File: config.mk
export PLATFORM = sky130hd
export DESIGN_NAME = frame_read_gate
export DESIGN_NICKNAME = d
export VERILOG_FILES = /design/src/rtl/frame_read_gate_pkg.sv /design/src/rtl/frame_read_gate_ch.sv /design/src/rtl/frame_read_gate.sv
export SDC_FILE = /design/constraint.sdc
export NUM_CORES = 1
export LEC_CHECK = 0
export ABC_AREA = 1
export CORE_MARGIN = 1.5
export CORE_UTILIZATION = 26
export DETAILED_ROUTE_END_ITERATION = 8
export PLACE_DENSITY_LB_ADDON = 0.05
export SYNTH_ARGS = -nofsm -noshare
export SYNTH_HDL_FRONTEND = slang
export SYNTH_SLANG_ARGS = --single-unit
File: constraint.sdc
create_clock -name ctrl_clk -period 2.9 [get_ports ctrl_clk]
set_input_delay 0.435 -clock ctrl_clk [delete_from_list [all_inputs] [get_ports ctrl_clk]]
set_output_delay 0.435 -clock ctrl_clk [all_outputs]
set_load 0.05 [all_outputs]
File: src/rtl/frame_read_gate_pkg.sv
`default_nettype none
// ============================================================================
// Module      : frame_read_gate_pkg
// Description : Shared types for the frame read-release gate: per-channel
//               state encoding used by the channel controller and top level.
// Revision    : 1.0 - initial release
// ============================================================================
package frame_read_gate_pkg;

    localparam int c_ST_W = 2;

    // Per-channel read-release state; encodings are fixed so that the
    // state can be compared against software/debug views directly.
    typedef enum logic [c_ST_W-1:0] {
        ST_IDLE   = 2'b00,
        ST_FILL   = 2'b01,
        ST_STREAM = 2'b10
    } ch_state_e;

endpackage : frame_read_gate_pkg
`default_nettype wire

File: src/rtl/frame_read_gate_ch.sv
`default_nettype none
// ============================================================================
// Module      : frame_read_gate_ch
// Description : One buffer channel: IDLE/FILL/STREAM release FSM, occupancy
//               counter (written minus read), per-frame write counter and
//               sticky underrun/overflow flags.
// Revision    : 1.0 - initial release
// ============================================================================
module frame_read_gate_ch
    import frame_read_gate_pkg::*;
#(
    parameter int CNT_W      = 16,
    parameter int THRESH     = 512,
    parameter int FRAME_SIZE = 640
) (
    input  logic             clk_i,
    input  logic             rst_i,
    input  logic             wr_new_frame_i,
    input  logic             rd_new_frame_i,
    input  logic             wr_valid_i,
    input  logic             rd_req_i,
    output logic             rd_ack_o,
    output logic             read_en_o,
    output logic             wr_frame_done_o,
    output logic             underrun_o,
    output logic             overflow_o,
    output logic [CNT_W-1:0] occupancy_o
);

    localparam logic [CNT_W-1:0] c_THRESH  = CNT_W'(THRESH);
    localparam logic [CNT_W-1:0] c_FRAME   = CNT_W'(FRAME_SIZE);
    localparam logic [CNT_W-1:0] c_OCC_MAX = '1;
    localparam logic [CNT_W-1:0] c_ONE     = CNT_W'(1);

    ch_state_e        state_q, state_d;
    logic [CNT_W-1:0] occ_q, occ_d;
    logic [CNT_W-1:0] wr_cnt_q, wr_cnt_d;
    logic             underrun_q, underrun_d;
    logic             overflow_q, overflow_d;
    logic             done_q, done_d;

    logic             w_rd_ack;
    logic             w_wr_acc;
    logic             w_cnt_step;
    logic             w_frame_hit;

    // Reads are granted only while streaming and only when data is held.
    assign w_rd_ack = rd_req_i & (state_q == ST_STREAM) & (occ_q != '0);

    // IDLE ignores writes, except the word that arrives with the frame start.
    assign w_wr_acc = wr_valid_i & ((state_q != ST_IDLE) | wr_new_frame_i);

    // Frame complete only on the word that brings the counter to FRAME_SIZE,
    // so a saturated counter does not keep re-triggering the release.
    assign w_frame_hit = w_cnt_step & (wr_cnt_d == c_FRAME);

    // Occupancy update; a write into a full counter is dropped and flagged
    // unless a read in the same cycle makes room for it.
    always_comb begin
        occ_d      = occ_q;
        overflow_d = overflow_q;
        if (w_wr_acc && !w_rd_ack) begin
            if (occ_q == c_OCC_MAX) begin
                overflow_d = 1'b1;
            end else begin
                occ_d = occ_q + c_ONE;
            end
        end else if (!w_wr_acc && w_rd_ack) begin
            occ_d = occ_q - c_ONE;
        end
    end

    // Per-frame write counter; a word coincident with the frame start is word 1.
    always_comb begin
        wr_cnt_d   = wr_cnt_q;
        w_cnt_step = 1'b0;
        if (wr_new_frame_i) begin
            wr_cnt_d   = w_wr_acc ? c_ONE : '0;
            w_cnt_step = w_wr_acc;
        end else if (w_wr_acc && (wr_cnt_q != c_FRAME)) begin
            wr_cnt_d   = wr_cnt_q + c_ONE;
            w_cnt_step = 1'b1;
        end
        done_d = w_frame_hit;
    end

    // Release FSM; underrun drops back to FILL so the buffer re-primes.
    always_comb begin
        state_d    = state_q;
        underrun_d = rd_new_frame_i ? 1'b0 : underrun_q;
        case (state_q)
            ST_IDLE: begin
                if (wr_new_frame_i) begin
                    state_d = ST_FILL;
                end
            end
            ST_FILL: begin
                if ((occ_d >= c_THRESH) || w_frame_hit) begin
                    state_d = ST_STREAM;
                end
            end
            ST_STREAM: begin
                if (rd_req_i && (occ_q == '0)) begin
                    underrun_d = 1'b1;
                    state_d    = ST_FILL;
                end
            end
            default: begin
                state_d = ST_IDLE;
            end
        endcase
    end

    // State and counter registers; reset discards any in-flight frame.
    always_ff @(posedge clk_i or posedge rst_i) begin
        if (rst_i) begin
            state_q    <= ST_IDLE;
            occ_q      <= '0;
            wr_cnt_q   <= '0;
            underrun_q <= 1'b0;
            overflow_q <= 1'b0;
            done_q     <= 1'b0;
        end else begin
            state_q    <= state_d;
            occ_q      <= occ_d;
            wr_cnt_q   <= wr_cnt_d;
            underrun_q <= underrun_d;
            overflow_q <= overflow_d;
            done_q     <= done_d;
        end
    end

    assign rd_ack_o        = w_rd_ack;
    assign read_en_o       = (state_q == ST_STREAM);
    assign wr_frame_done_o = done_q;
    assign underrun_o      = underrun_q;
    assign overflow_o      = overflow_q;
    assign occupancy_o     = occ_q;

endmodule : frame_read_gate_ch
`default_nettype wire

File: src/rtl/frame_read_gate.sv
`default_nettype none
// ============================================================================
// Module      : frame_read_gate
// Description : Multi-channel read-release controller for the frame buffer.
//               Holds each channel's read side off until a prefill level or
//               a full frame has been written; channels are independent.
// Revision    : 1.0 - initial release
// ============================================================================
module frame_read_gate
    import frame_read_gate_pkg::*;
#(
    parameter int NUM_CH     = 2,
    parameter int CNT_W      = 16,
    parameter int THRESH     = 512,
    parameter int FRAME_SIZE = 640
) (
    input  logic                    ctrl_clk,
    input  logic                    reset,
    input  logic [NUM_CH-1:0]       wr_new_frame,
    input  logic [NUM_CH-1:0]       rd_new_frame,
    input  logic [NUM_CH-1:0]       wr_valid,
    input  logic [NUM_CH-1:0]       rd_req,
    output logic [NUM_CH-1:0]       rd_ack,
    output logic [NUM_CH-1:0]       read_en,
    output logic [NUM_CH-1:0]       wr_frame_done,
    output logic [NUM_CH-1:0]       underrun,
    output logic [NUM_CH-1:0]       overflow,
    output logic [NUM_CH*CNT_W-1:0] occupancy
);

    // One independent controller per channel; the top only slices buses.
    generate
        for (genvar g = 0; g < NUM_CH; g++) begin : g_ch
            frame_read_gate_ch #(
                .CNT_W      (CNT_W),
                .THRESH     (THRESH),
                .FRAME_SIZE (FRAME_SIZE)
            ) u_ch (
                .clk_i           (ctrl_clk),
                .rst_i           (reset),
                .wr_new_frame_i  (wr_new_frame[g]),
                .rd_new_frame_i  (rd_new_frame[g]),
                .wr_valid_i      (wr_valid[g]),
                .rd_req_i        (rd_req[g]),
                .rd_ack_o        (rd_ack[g]),
                .read_en_o       (read_en[g]),
                .wr_frame_done_o (wr_frame_done[g]),
                .underrun_o      (underrun[g]),
                .overflow_o      (overflow[g]),
                .occupancy_o     (occupancy[g*CNT_W +: CNT_W])
            );
        end
    endgenerate

endmodule : frame_read_gate
`default_nettype wire

==> summary.md, run 1 <==
| Metric | Value |
|---|---|
| Ys flop type | `dfrtp_1` |
| Total gr overflow | `0` |
| Share of cells above drive strength 1 | `8.97%` |
| Routed len/inst | `14.2 um` |
| Htree depth | `3` |
| Die width | `154 um` |
| Core area | `22000 um^2` |
| Largest net degree at the start of global routing | `33` |
| Slew Limit Fails | `0` |
| CTS Hold Bufs | `0` |
| Number of diodes | `0` |
| GPL Wtd Cong | `0.795` |
| Post-synth top area share | `31.3%` |
| Post-Synth Adder-Cell Area | `1.69%` |
| Vias post-DR | `5535` |
| HPWL Detailed | `13500 um` |
| Fmax | `393 MHz` |
| Mux cell area share after synthesis | `0%` |
| Final hold slack | `0.451 ns` |
| Setup TNS | `0 ns` |
| Startpoint types | `flop` |
| CTS buffer count | `9` |
| Overall Power | `5.69 mW` |
| RSZ-0062 raised after global routing | `false` |
| Asr flop ratio synth | `100%` |
| Vias in the first global route | `5571` |
| Initial core utilization | `26.8%` |
| Io pins | `52` |
| Skew final | `0.00951 ns` |
| Initial antenna violation count | `0` |
| Mapped Nets | `924` |
| Xor/xnor cell area share of the yosys netlist | `6.97%` |
| Area growth, synth to finish | `19.1%` |
| Syn_area_per_cell | `6.52 um^2` |
| Post-layout min period | `2.54 ns` |
| Max-cap violations | `0` |
| Post-synth EDFFs | `0` |
| Post-CTS sizing | `0` |
| Yosys Warn Count | `0` |
| Final ANT Viol Nets | `0` |
| First-pass GRT wire length | `29600 um` |
| Cell at the root of the clock tree | `clkbuf_16` |
| Chip Height | `154 um` |
| CP Data Required Time | `3.12 ns` |
| Flops & latches, synth | `74` |
| Cells after Synth | `906` |
| Worst-Skew Late Latency | `0.35 ns` |
| Fin cells | `1239` |
| Mapped Area | `5910 um^2` |
| 1st-pass router iterations | `5` |
| Synth unique cells | `42` |
| Final setup viols | `0` |
| Area contributors post-synth | `dfrtp_1 (31%), nand2_1 (19%), inv_1 (7.8%)` |
| Peak VDD IR | `0.321 mV` |
| Drt total wl | `17600 um` |
| Fin. Hold Viols | `0` |
| Cell accounting for the most synthesized area | `dfrtp_1` |
| Maximum clock insertion buffer count | `2` |
| Combinational family with the most area after synthesis | `simple AND/OR/NAND/NOR gates` |
| Slew headroom | `61.5%` |
| # rows | `54` |
| LEAKAGE | `3.47 nW` |
| Buffers on Ports | `51` |
| Clock-pin slew of the registers on the worst-case setup and hold paths | `0.07 ns` |
| # fillers | `2485` |
| Placed cells | `1223` |
| Critical-path maximum fanout | `14` |
| Setup repair bufs after CTS | `0` |
| Synth Area in Simple Gates | `41.7%` |
| Pwr/cell area | `809 nW/um^2` |
| CP Capture Type | `flop` |
| Outcome | `complete, no violations` |
| 1st-iter DRT viols | `301` |
| Gr usage total | `15.9%` |
| Synth Area in Compound Gates | `6.08%` |
| # DRC | `0` |
| Setup CP Type | `reg -> reg` |
| CTS tree | `yes` |
| Arrival @ worst endpoint | `2.76 ns` |
| Die ar. | `23600 um^2` |
| Vias per Instance | `4.47` |
| Fin crit share | `87.8%` |
| Worst hold-check path type | `in -> async` |
| Slew of the pin with the lowest slew margin | `0.577 ns` |
| Sequential-to-total area share from yosys stat | `31.3%` |
| Nets | `972` |
| Clock sink count | `74` |
==> final timing paths <==
check / from / to / slack (ns) / cells after the start
min in group ctrl_clk: g_ch[1].u_ch.overflow_o$_DFFE_PP0P_ / g_ch[1].u_ch.overflow_o$_DFFE_PP0P_ / 0.47 / 2
max reg2reg: g_ch[0].u_ch.occupancy_o[0]$_DFF_PP0_ / g_ch[0].u_ch.state_q[1]$_DFFE_PP0P_ / 0.36 / 15
min reg2reg: g_ch[1].u_ch.overflow_o$_DFFE_PP0P_ / g_ch[1].u_ch.overflow_o$_DFFE_PP0P_ / 0.47 / 2
min: reset / g_ch[0].u_ch.occupancy_o[6]$_DFF_PP0_ / 0.45 / 2
max in group asynchronous: reset / g_ch[1].u_ch.occupancy_o[7]$_DFF_PP0_ / 1.84 / 3
max: g_ch[0].u_ch.occupancy_o[0]$_DFF_PP0_ / g_ch[0].u_ch.state_q[1]$_DFFE_PP0P_ / 0.36 / 15
==> report_power, final <==
| group | internal [mW] | switching [mW] |
|---|---|---|
| registers | 1.25 | 0.348 |
| logic | 0.840 | 1.81 |
| clock network | 0.955 | 0.493 |
==> Yosys cell counts (2+ instances only) <==
cell      number
nand2_4        5
inv_1        122
o21ai_2        2
buf_4         12
xor2_1        39
a31oi_1        2
nand4_1       13
nand3_1       79
inv_2         12
o21ai_1        7
nand2_2        7
o211ai_1       5
buf_6          8
nand3_4        2
nor2_1       116
nor2_4         7
a21boi_1       2
o21ai_0       24
nand2_1      293
nor2_2        11
nor3_2         2
buf_2          4
a21oi_1       10
ha_1           8
xnor2_1        8
o32ai_1        2
nand3b_1       6
dfrtp_1       74
nor3_1        11
==> critical path: stages (launching register included) <==
cell	delay [ns]
dfrtp_1	0.44
inv_1	0.13
ha_1	0.17
nand3_1	0.14
nor2_2	0.18
nand2_4	0.09
nand2_2	0.07
inv_2	0.05
nor2_4	0.28
inv_2	0.20
a21boi_1	0.25
nand3_1	0.10
nor2_1	0.09
nand3_1	0.09
nand3_1	0.08
nand2_1	0.05
==> flip-flops by register name (all words and copies together) (netlist names) <==
signal,flops
g_ch.u_ch.underrun_o,2
g_ch.u_ch.wr_frame_done_o,2
g_ch.u_ch.occupancy_o,32
g_ch.u_ch.state_q,4
g_ch.u_ch.overflow_o,2
g_ch.u_ch.wr_cnt_q,32
==> cell families after synthesis <==
group                      count (synthesis)
xor gates and xnor gates                  47
adders and majority gates                  8
DFF                                       74
and+or+nand+nor                          555
buffers and inverters                    162
AOI/OAI and AO/OA                         60
==> per-stage QoR <==
stage	setup WS (ns)	instance area [um^2]	util, %
2_1_floorplan	0.567	5910	-
3_3_place_gp	0.255	6660	30.2
3_5_place_dp	0.248	6660	30.2
4_1_cts	0.300	7040	31.9
5_1_grt	0.0781	7040	31.9
6_report	0.355	7040	31.9
==> layout by cell type, fill, tap and decap left out, types with 3 or more instances in the layout <==
| master | synthesis | final |
|---|---|---|
| nor3_1 | 11 | 11 |
| ha_1 | 8 | 8 |
| nor2_1 | 116 | 116 |
| a21oi_1 | 10 | 10 |
| xor2_1 | 39 | 39 |
| nor2_2 | 11 | 11 |
| nand4_1 | 13 | 13 |
| nand2_4 | 5 | 5 |
| nand3b_1 | 6 | 6 |
| clkdlybuf4s50_1 | 0 | 49 |
| buf_4 | 12 | 13 |
| nor2_4 | 7 | 7 |
| clkbuf_16 | 0 | 9 |
| inv_1 | 122 | 121 |
| bufinv_16 | 0 | 4 |
| o21ai_0 | 24 | 24 |
| inv_2 | 12 | 12 |
| dfrtp_1 | 74 | 74 |
| clkinv_4 | 1 | 3 |
| o21ai_1 | 7 | 7 |
| nand2_2 | 7 | 7 |
| o211ai_1 | 5 | 5 |
| nand2_1 | 293 | 293 |
| nand3_1 | 79 | 79 |
| xnor2_1 | 8 | 8 |
==> layout make-up <==
class / count / area (um^2) / share of cell area [%]
Tap cell: 280 / 350 / 4.98
Clock inverter: 6 / 138 / 1.96
Inverter: 136 / 517 / 7.34
Sequential cell: 74 / 1850 / 26.3
Multi-Input combinational cell: 670 / 3330 / 47.4
Clock buffer: 10 / 239 / 3.40
Timing Repair Buffer: 63 / 608 / 8.64
==> metal layers <==
metal / track usage [%] / vias up / share of wire, %
met4: 5.36 / 0 / 1.4
met1: 21.8 / 2502 / 50
met2: 25.8 / 99 / 45
li1: - / 2919 / -
met3: 1.94 / 15 / 3.1
met5: 0 / - / 0
Note: power is estimated with default switching activity, not from simulation.
==> run 2, diff against run 1 <==
--- a/config.mk
+++ b/config.mk
@@ -7,7 +7,8 @@
 export LEC_CHECK = 0
 export ABC_AREA = 1
 export CORE_MARGIN = 1.5
-export CORE_UTILIZATION = 26
+export CORE_UTILIZATION = 40
+export CTS_CLUSTER_SIZE = 12
 export DETAILED_ROUTE_END_ITERATION = 8
 export PLACE_DENSITY_LB_ADDON = 0.05
 export SYNTH_ARGS = -nofsm -noshare
==> summary.md, run 2 (same netlist as run 1, synthesis figures left out) <==
| Metric | Value |
|---|---|
| Outcome | `complete, no violations (unchanged)` |
| Fin cells | `1140 (was 1239)` |
| # DRC | `0 (unchanged)` |
| Maximum clock insertion buffer count | `2 (unchanged)` |
| Initial antenna violation count | `0 (unchanged)` |
| Placed cells | `1123 (was 1223)` |
| Die ar. | `15500 um^2 (was 23600 um^2)` |
| Cell at the root of the clock tree | `clkbuf_16 (unchanged)` |
| 1st-pass router iterations | `5 (unchanged)` |
| Slew headroom | `62.9% (was 61.5%)` |
| Fin crit share | `83.5% (was 87.8%)` |
| Final ANT Viol Nets | `0 (unchanged)` |
| # rows | `44 (was 54)` |
| 1st-iter DRT viols | `346 (was 301)` |
| LEAKAGE | `3.44 nW (was 3.47 nW)` |
| First-pass GRT wire length | `25600 um (was 29600 um)` |
| Fin. Hold Viols | `0 (unchanged)` |
| Share of cells above drive strength 1 | `8.68% (was 8.97%)` |
| CTS buffer count | `9 (unchanged)` |
| Worst hold-check path type | `in -> async (unchanged)` |
| R2R setup slack | `0.48 ns (was 0.36 ns)` |
| Vias in the first global route | `5143 (was 5571)` |
| Pwr/cell area | `799 nW/um^2 (was 809 nW/um^2)` |
| Setup TNS | `0 ns (unchanged)` |
| Most common cell after layout, fill and taps aside | `nand2_1 (unchanged)` |
| Setup CP Type | `reg -> reg (unchanged)` |
| Worst-Skew Late Latency | `0.35 ns (about the same)` |
| Critical-path maximum fanout | `11 (was 14)` |
| Htree depth | `3 (unchanged)` |
| Routed len/inst | `13.5 um (was 14.2 um)` |
| Skew final | `0.00584 ns (was 0.00951 ns)` |
| Final setup viols | `0 (unchanged)` |
| Setup repair bufs after CTS | `0 (unchanged)` |
| Arrival @ worst endpoint | `2.65 ns (was 2.76 ns)` |
| Max-cap violations | `0 (unchanged)` |
| HPWL Detailed | `11600 um (was 13500 um)` |
| Post-CTS sizing | `0 (unchanged)` |
| CP Data Required Time | `3.13 ns (was 3.12 ns)` |
| Fmax | `413 MHz (was 393 MHz)` |
| Gr usage total | `20.5% (was 15.9%)` |
| Vias post-DR | `5549 (was 5535)` |
| Chip Height | `125 um (was 154 um)` |
| CTS tree | `yes (unchanged)` |
| Clock-pin slew of the registers on the worst-case setup and hold paths | `0.06 ns (was 0.07 ns)` |
| Buffers on Ports | `51 (unchanged)` |
| Commonest cells after routing, fill and taps aside | `nand2_1 (293), inv_1 (121), nor2_1 (116), nand3_1 (79), dfrtp_1 (74) (unchanged)` |
| Die width | `125 um (was 154 um)` |
| RSZ-0062 raised after global routing | `false (unchanged)` |
| GPL Wtd Cong | `0.865 (was 0.795)` |
| Total gr overflow | `0 (unchanged)` |
| Peak VDD IR | `0.469 mV (was 0.321 mV)` |
| Clock sink count | `74 (unchanged)` |
| Io pins | `52 (unchanged)` |
| Initial core utilization | `40.8% (was 26.8%)` |
| Vias per Instance | `4.87 (was 4.47)` |
| Core area | `14500 um^2 (was 22000 um^2)` |
| Slew of the pin with the lowest slew margin | `0.554 ns (was 0.577 ns)` |
| CP Capture Type | `flop (unchanged)` |
| Post-layout min period | `2.42 ns (was 2.54 ns)` |
| CTS Hold Bufs | `0 (unchanged)` |
| Largest net degree at the start of global routing | `31 (was 33)` |
| Area growth, synth to finish | `16.1% (was 19.1%)` |
| Slew Limit Fails | `0 (unchanged)` |
| Drt total wl | `15300 um (was 17600 um)` |
| Number of diodes | `0 (unchanged)` |
| Startpoint types | `flop (unchanged)` |
| # fillers | `1546 (was 2485)` |
| Worst slack, placed | `0.245 ns (was 0.248 ns)` |
| Fin worst setup slack | `0.478 ns (was 0.355 ns)` |
| Nets | `969 (was 972)` |
-- run 2: cell types whose count changed in the layout (fill, tap and decap cells not counted) --
cell | previous run | this run
buf_4 | 13 | 10
bufinv_16 | 4 | 2
clkbuf_8 | 1 | 3
clkinv_2 | 1 | 2
clkinv_4 | 3 | 1
clkinvlp_4 | 0 | 1
-- run 2: power breakdown --
| group | internal (mW) | total, mW | switching [mW] |
|---|---|---|---|
| logic | 0.829 | 2.57 | 1.74 |
| clock network | 0.823 | 1.30 | 0.479 |
| registers | 1.25 | 1.60 | 0.354 |
-- run 2: final cells by class --
| type | count | area, um^2 | share of cell area [%] |
|---|---|---|---|
| multi-input combinational | 670 | 3330 | 48.6 |
| clock buffer | 12 | 267 | 3.89 |
| tap | 184 | 230 | 3.36 |
| timing repair buffer | 60 | 586 | 8.54 |
| sequential | 74 | 1850 | 27.0 |
| clock inverter | 4 | 72.6 | 1.06 |
| inverter | 136 | 517 | 7.54 |
-- run 2: worst paths after layout --
kind,from,to,cells past startpoint
max in group asynchronous,reset,g_ch[0].u_ch.wr_cnt_q[2]$_DFF_PP0_,3
min in group ctrl_clk,g_ch[0].u_ch.overflow_o$_DFFE_PP0P_,g_ch[0].u_ch.overflow_o$_DFFE_PP0P_,2
hold reg to reg,g_ch[0].u_ch.overflow_o$_DFFE_PP0P_,g_ch[0].u_ch.overflow_o$_DFFE_PP0P_,2
setup reg to reg,g_ch[0].u_ch.occupancy_o[0]$_DFF_PP0_,g_ch[0].u_ch.state_q[1]$_DFFE_PP0P_,15
hold / removal,reset,g_ch[1].u_ch.occupancy_o[0]$_DFF_PP0_,2
setup / recovery,g_ch[0].u_ch.occupancy_o[0]$_DFF_PP0_,g_ch[0].u_ch.state_q[1]$_DFFE_PP0P_,15
-- run 2: metal layers --
metal	wire (um)	share of wire [%]	track usage [%]
met5	0	0	0
met4	244	1.6	7.10
met3	584	3.8	2.96
met2	6870	45	32.5
met1	7650	50	28.7
-- run 2: per-stage QoR --
stage          total power [mW]  util, %  hold slack [ns]  area [um^2]
2_1_floorplan              3.52        -            0.435         5910
3_3_place_gp               4.20     45.0            0.450         6510
3_5_place_dp               4.18     45.0            0.450         6510
4_1_cts                    5.52     47.3            0.453         6850
5_1_grt                    5.85     47.3            0.490         6860
6_report                   5.47     47.3            0.430         6860
-- run 2: critical path: stages (launching register included) --
cell	delay, ns
dfrtp_1	0.45
inv_1	0.14
ha_1	0.18
nand3_1	0.15
nor2_2	0.18
nand2_4	0.09
nand2_2	0.06
inv_2	0.05
nor2_4	0.16
inv_2	0.15
a21boi_1	0.22
nand3_1	0.10
nor2_1	0.13
nand3_1	0.10
nand3_1	0.08
nand2_1	0.05
==> patch 1: new RTL, settings of run 2 <==
Re-encode `ch_state_e` (3 states) as one-hot, 3 bits wide.
--- a/src/rtl/frame_read_gate_pkg.sv
+++ b/src/rtl/frame_read_gate_pkg.sv
@@ -13,6 +13,6 @@
     // state can be compared against software/debug views directly.
-    typedef enum logic [c_ST_W-1:0] {
-        ST_IDLE   = 2'b00,
-        ST_FILL   = 2'b01,
-        ST_STREAM = 2'b10
+    typedef enum logic [2:0] {
+        ST_IDLE   = 3'b001,
+        ST_FILL   = 3'b010,
+        ST_STREAM = 3'b100
     } ch_state_e;
Behaviour: no difference found for any inputs over 4 cycles, from zero or initial values and one cycle with reset high; so few cycles prove little.
==> patch 1 against run 2 <==
The run now ends with design-rule violations left; sequential cell count increased by 2; synthesized area increased by 2.5%; final area increased by 2.1%; clock skew increased by 0.0025 ns; setup slack got worse by 0.20 ns; wire length increased by 4.4%; non-clock buffer count increased by 2; clock power decreased by 4%; via count increased by 5.7%; critical path depth increased by 1; power decreased by 0.53%; critical endpoint is now g_ch[1].u_ch.state_q[2]; highest routed layer unchanged.
==> patch 1: results (changes against run 2) <==
status=finished with violations (was finished, final reports clean); failing checks=design-rule violations; nets=1007 (was 969); Final non-clock buffer share=8.47% (was 8.54%); largest net degree at the start of global routing=30 (was 31); Synth Area per Inst=6.44 sq um (was 6.52 sq um); Critical R2R Launch=g_ch[1].u_ch.occupancy_o[0] (was g_ch[0].u_ch.occupancy_o[0]); Residual DRC=4 (was 0); multi-input combinational area share=49.0% (was 48.6%); R2R depth=16 (was 15); num sequential=76 (was 74); sequential share of the synthesized area=31.4% (was 31.3%); clock network fraction of design power=22.9% (was 23.8%); largest cells by area after synthesis=dfrtp_1, nand2_1, inv_1 (unchanged); clock buffer count=11 (was 12); via count=5865 (was 5549); maximum vdd drop=0.000474 V (was 0.000469 V); syn_nets=959 (was 924); DP Worst Slack=0.163 ns (was 0.245 ns); WL met3=806 um (was 584 um); drt first pass iters=7 (was 5); first-pass GRT wire length=26800 um (was 25600 um); layout cells sized above 1=7.24% (was 8.68%); P_int=2890 uW (was 2900 uW); drt initial violations=548 (was 346); clk tree area frac=4.54% (was 4.95%); Rel. slew slack=63.8% (was 62.9%); Finished Layout Cells=1178 (was 1140); wire length per cell=13.6 um (was 13.5 um); Post-synth top cells=nand2_1, inv_1, nor2_1 (unchanged)
==> patch 1: kinds of logic (layout without fill, tap and decap cells) <==
| logic type | after synthesis | in the layout | synth area share [%] |
|---|---|---|---|
| flops | 76 | 76 | 31.4 |
| buf+inv | 165 | 218 | 11.9 |
| simple gates | 587 | 587 | 42.5 |
| xor+xnor | 42 | 42 | 6.07 |
| compound gates | 63 | 63 | 6.41 |
| fa+ha+maj | 8 | 8 | 1.65 |
==> patch 1: metal layers <==
metal,vias to the layer above,GRT usage [%]
met5,-,0
met4,0,6.49
met3,14,3.02
met2,164,32.0
met1,2649,30.9
li1,3038,-
==> patch 1: through the flow <==
step / instance area [sq um] / util, % / power, uW
final: 7000 / 47.8 / 5450
after global routing: 7000 / 47.8 / 5840
after CTS: 7000 / 47.8 / 5490
after detailed placement: 6680 / 45.6 / 4210
after global placement: 6680 / 45.6 / 4230
after floorplan: 6060 / - / 3540
==> patch 1: what timing repair did <==
action	CTS	global route
setup endpoints to repair	0	1
setup buffers	0	0
resized for setup	0	1
==> patch 2: new RTL, settings of run 2 <==
Without the edit above. `CNT_W` is set to 16 in 2 places; all go to 32.
--- a/src/rtl/frame_read_gate_ch.sv
+++ b/src/rtl/frame_read_gate_ch.sv
@@ -11,3 +11,3 @@
 #(
-    parameter int CNT_W      = 16,
+    parameter int CNT_W      = 32,
     parameter int THRESH     = 512,
--- a/src/rtl/frame_read_gate.sv
+++ b/src/rtl/frame_read_gate.sv
@@ -12,3 +12,3 @@
     parameter int NUM_CH     = 2,
-    parameter int CNT_W      = 16,
+    parameter int CNT_W      = 32,
     parameter int THRESH     = 512,
Interface: changed (resized occupancy); port bits go from 52 to 84. No check against the original RTL was run, so the function may have changed too.
==> patch 2 against run 2 <==
Synthesized area grew 120%; fmax shrank 10%; power grew 39%; clock skew grew 0.0046 ns; non-clock buffer count grew 108; wire length grew to 3.0 times the old value; first-iteration DRC count grew to 3.5 times the old value; final area grew 120%; via count grew 150%; global-route usage grew 7.9 points; setup slack lost 0.28 ns; largest power group unchanged; sequential cell count grew 64.
==> patch 2: results (changes against run 2) <==
TritonCTS buffer count=17 (was 9); WHS=0.422 ns (was 0.430 ns); RR Endpoint=g_ch[0].u_ch.state_q[1] (unchanged); mux cell area share after synthesis=0.244% (was 0%); largest net degree at the start of global routing=49 (was 31); number of buffers added on ports=83 (was 51); vias in the first global route=13096 (was 5143); Slowest-stage cell, CP=dfrtp_1 (unchanged); Compound-Gate Fraction of Synth Area=5.37% (was 6.08%); clock latency on the worst-skew pair=0.45 ns (was 0.35 ns); drt initial violations=1228 (was 346); sequential share of the synthesized area=26.9% (was 31.3%); Rel. slew slack=55.0% (was 62.9%); Clock Skew=0.0104 ns (was 0.00584 ns); HP Class=in -> async (unchanged); layout cells sized above 1=9.83% (was 8.68%); Max clock buf depth=2 (unchanged); post-DP HPWL=35900 um (was 11600 um); largest fanout on the critical path=7 (was 11); largest cells by area after synthesis=dfrtp_1, nand2_1, nor2_1 (was dfrtp_1, nand2_1, inv_1); via count=13774 (was 5549); status=finished, final reports clean (unchanged); drt first pass iters=5 (unchanged); CTS root buf=clkbuf_16 (unchanged); Critical R2R Launch=g_ch[0].u_ch.occupancy_o[2] (was g_ch[0].u_ch.occupancy_o[0]); Post-synth top cells=nand2_1, nor2_1, inv_1 (was nand2_1, inv_1, nor2_1); GP Congestion=0.968 (was 0.865); nets=2315 (was 969); Area after DPL=14400 sq um (was 6510 sq um); yosys warns=0 (unchanged); Unique masters post-synth=53 (was 42); gr usage total=28.4% (was 20.5%); ant diodes=0 (unchanged); R2R depth=13 (was 15); max incr delay on CP=0.52 ns (was 0.45 ns); Async SR Flop Fraction=100% (unchanged); H-tree levels=4 (was 3); clock transition at the registers of the reported paths=0.07 ns; prevailing post-synth register cell=dfrtp_1 (unchanged); LEAKAGE=0.00755 uW (was 0.00344 uW); r2r setup slk=0.20 ns (was 0.48 ns); initial antenna violation count=0 (unchanged); first-pass GRT wire length=72900 um (was 25600 um); Post-Synth Adder-Cell Area=0.878% (was 1.69%); Layout fillers=3468 (was 1546); maximum vdd drop=0.000405 V (was 0.000469 V); wire length per cell=16.9 um (was 13.5 um); syn_nets=2197 (was 924); XOR/XNOR share of the synthesized area=7.17% (was 6.97%)
patch 2: changes by cell type after synthesis, moves of 14 or more:
cell	delta
xor2_1	+55
nand3_1	+58
nor2_1	+255
buf_2	+19
nor3_1	+22
inv_1	+113
o21ai_0	+23
nand4_1	+14
nand2_1	+543
dfrtp_1	+64
patch 2: worst max-delay path, delay by kind of cell, from the launching register on:
family,cells,cell delay (ns)
xor gates and xnor gates,1,0.11
buffers and inverters,1,0.22
AOI/OAI and AO/OA,1,0.16
and+or+nand+nor,10,1.59
DFF,1,0.52
patch 2: stage by stage:
step	utilization, %	worst slack (ns)	setup TNS [ns]	total power, uW	cells
after floorplan	-	0.264	0	4330	2178
after detailed placement	45.6	-0.0160	-0.0248	5350	2676
after global placement	45.6	-0.0351	-0.0385	5340	2676
final	47.8	0.195	0	7630	2711
after global routing	47.8	-0.0133	-0.0133	8020	2711
after CTS	47.6	0.0283	0	7650	2710
patch 2: kinds of logic (layout without fill, tap and decap cells):
logic type | count (synthesis) | in the layout
simple gates | 1480 | 1480
buf+inv | 326 | 457
flops | 138 | 138
compound gates | 117 | 117
xor+xnor | 105 | 105
fa+ha+maj | 9 | 9
mux | 3 | 3
patch 2: layout make-up:
type,instances,area [sq um],share of cell area (%)
Sequential cell,138,3460,22.9
Tap cell,402,503,3.34
Clock buffer,19,443,2.94
Multi-Input combinational cell,1714,7960,52.8
Clock inverter,13,146,0.971
Inverter,257,983,6.52
Timing Repair Buffer,168,1580,10.5
patch 2: routing by layer:
layer / GRT usage (%) / vias up / wire (um)
met4: 8.73 / 0 / 1140
li1: - / 6914 / -
met2: 45.7 / 442 / 20600
met3: 3.79 / 68 / 2420
met5: 0 / - / 0
met1: 39.6 / 6350 / 21600
patch 2: how the worst max path moves through the flow:
stage / depth (start not counted) / slack [ns] / startpoint / to
after detailed placement: 16 / -0.02 / wr_new_frame[1] / g_ch[1].u_ch.state_q[1]
after global routing: 20 / -0.01 / g_ch[0].u_ch.occupancy_o[0] / g_ch[0].u_ch.state_q[1]
after global placement: 18 / -0.04 / g_ch[0].u_ch.occupancy_o[0] / g_ch[0].u_ch.state_q[1]
after CTS: 18 / 0.03 / g_ch[1].u_ch.occupancy_o[1] / g_ch[1].u_ch.state_q[1]
final: 13 / 0.20 / g_ch[0].u_ch.occupancy_o[2] / g_ch[0].u_ch.state_q[1]
after floorplan: 20 / 0.26 / g_ch[0].u_ch.occupancy_o[0] / g_ch[0].u_ch.state_q[1]
patch 2: timing repair:
item / CTS / global route
endpoints found under the setup margin: 1 / 4
setup buffers: 2 / 1
pin swaps: 0 / 1
resized for setup: 2 / 18
patch 2: report_power, final:
part           internal, uW  switching, uW
clock network          1290            971
registers              2120            400
logic                   905           1940
total                  4320           3310
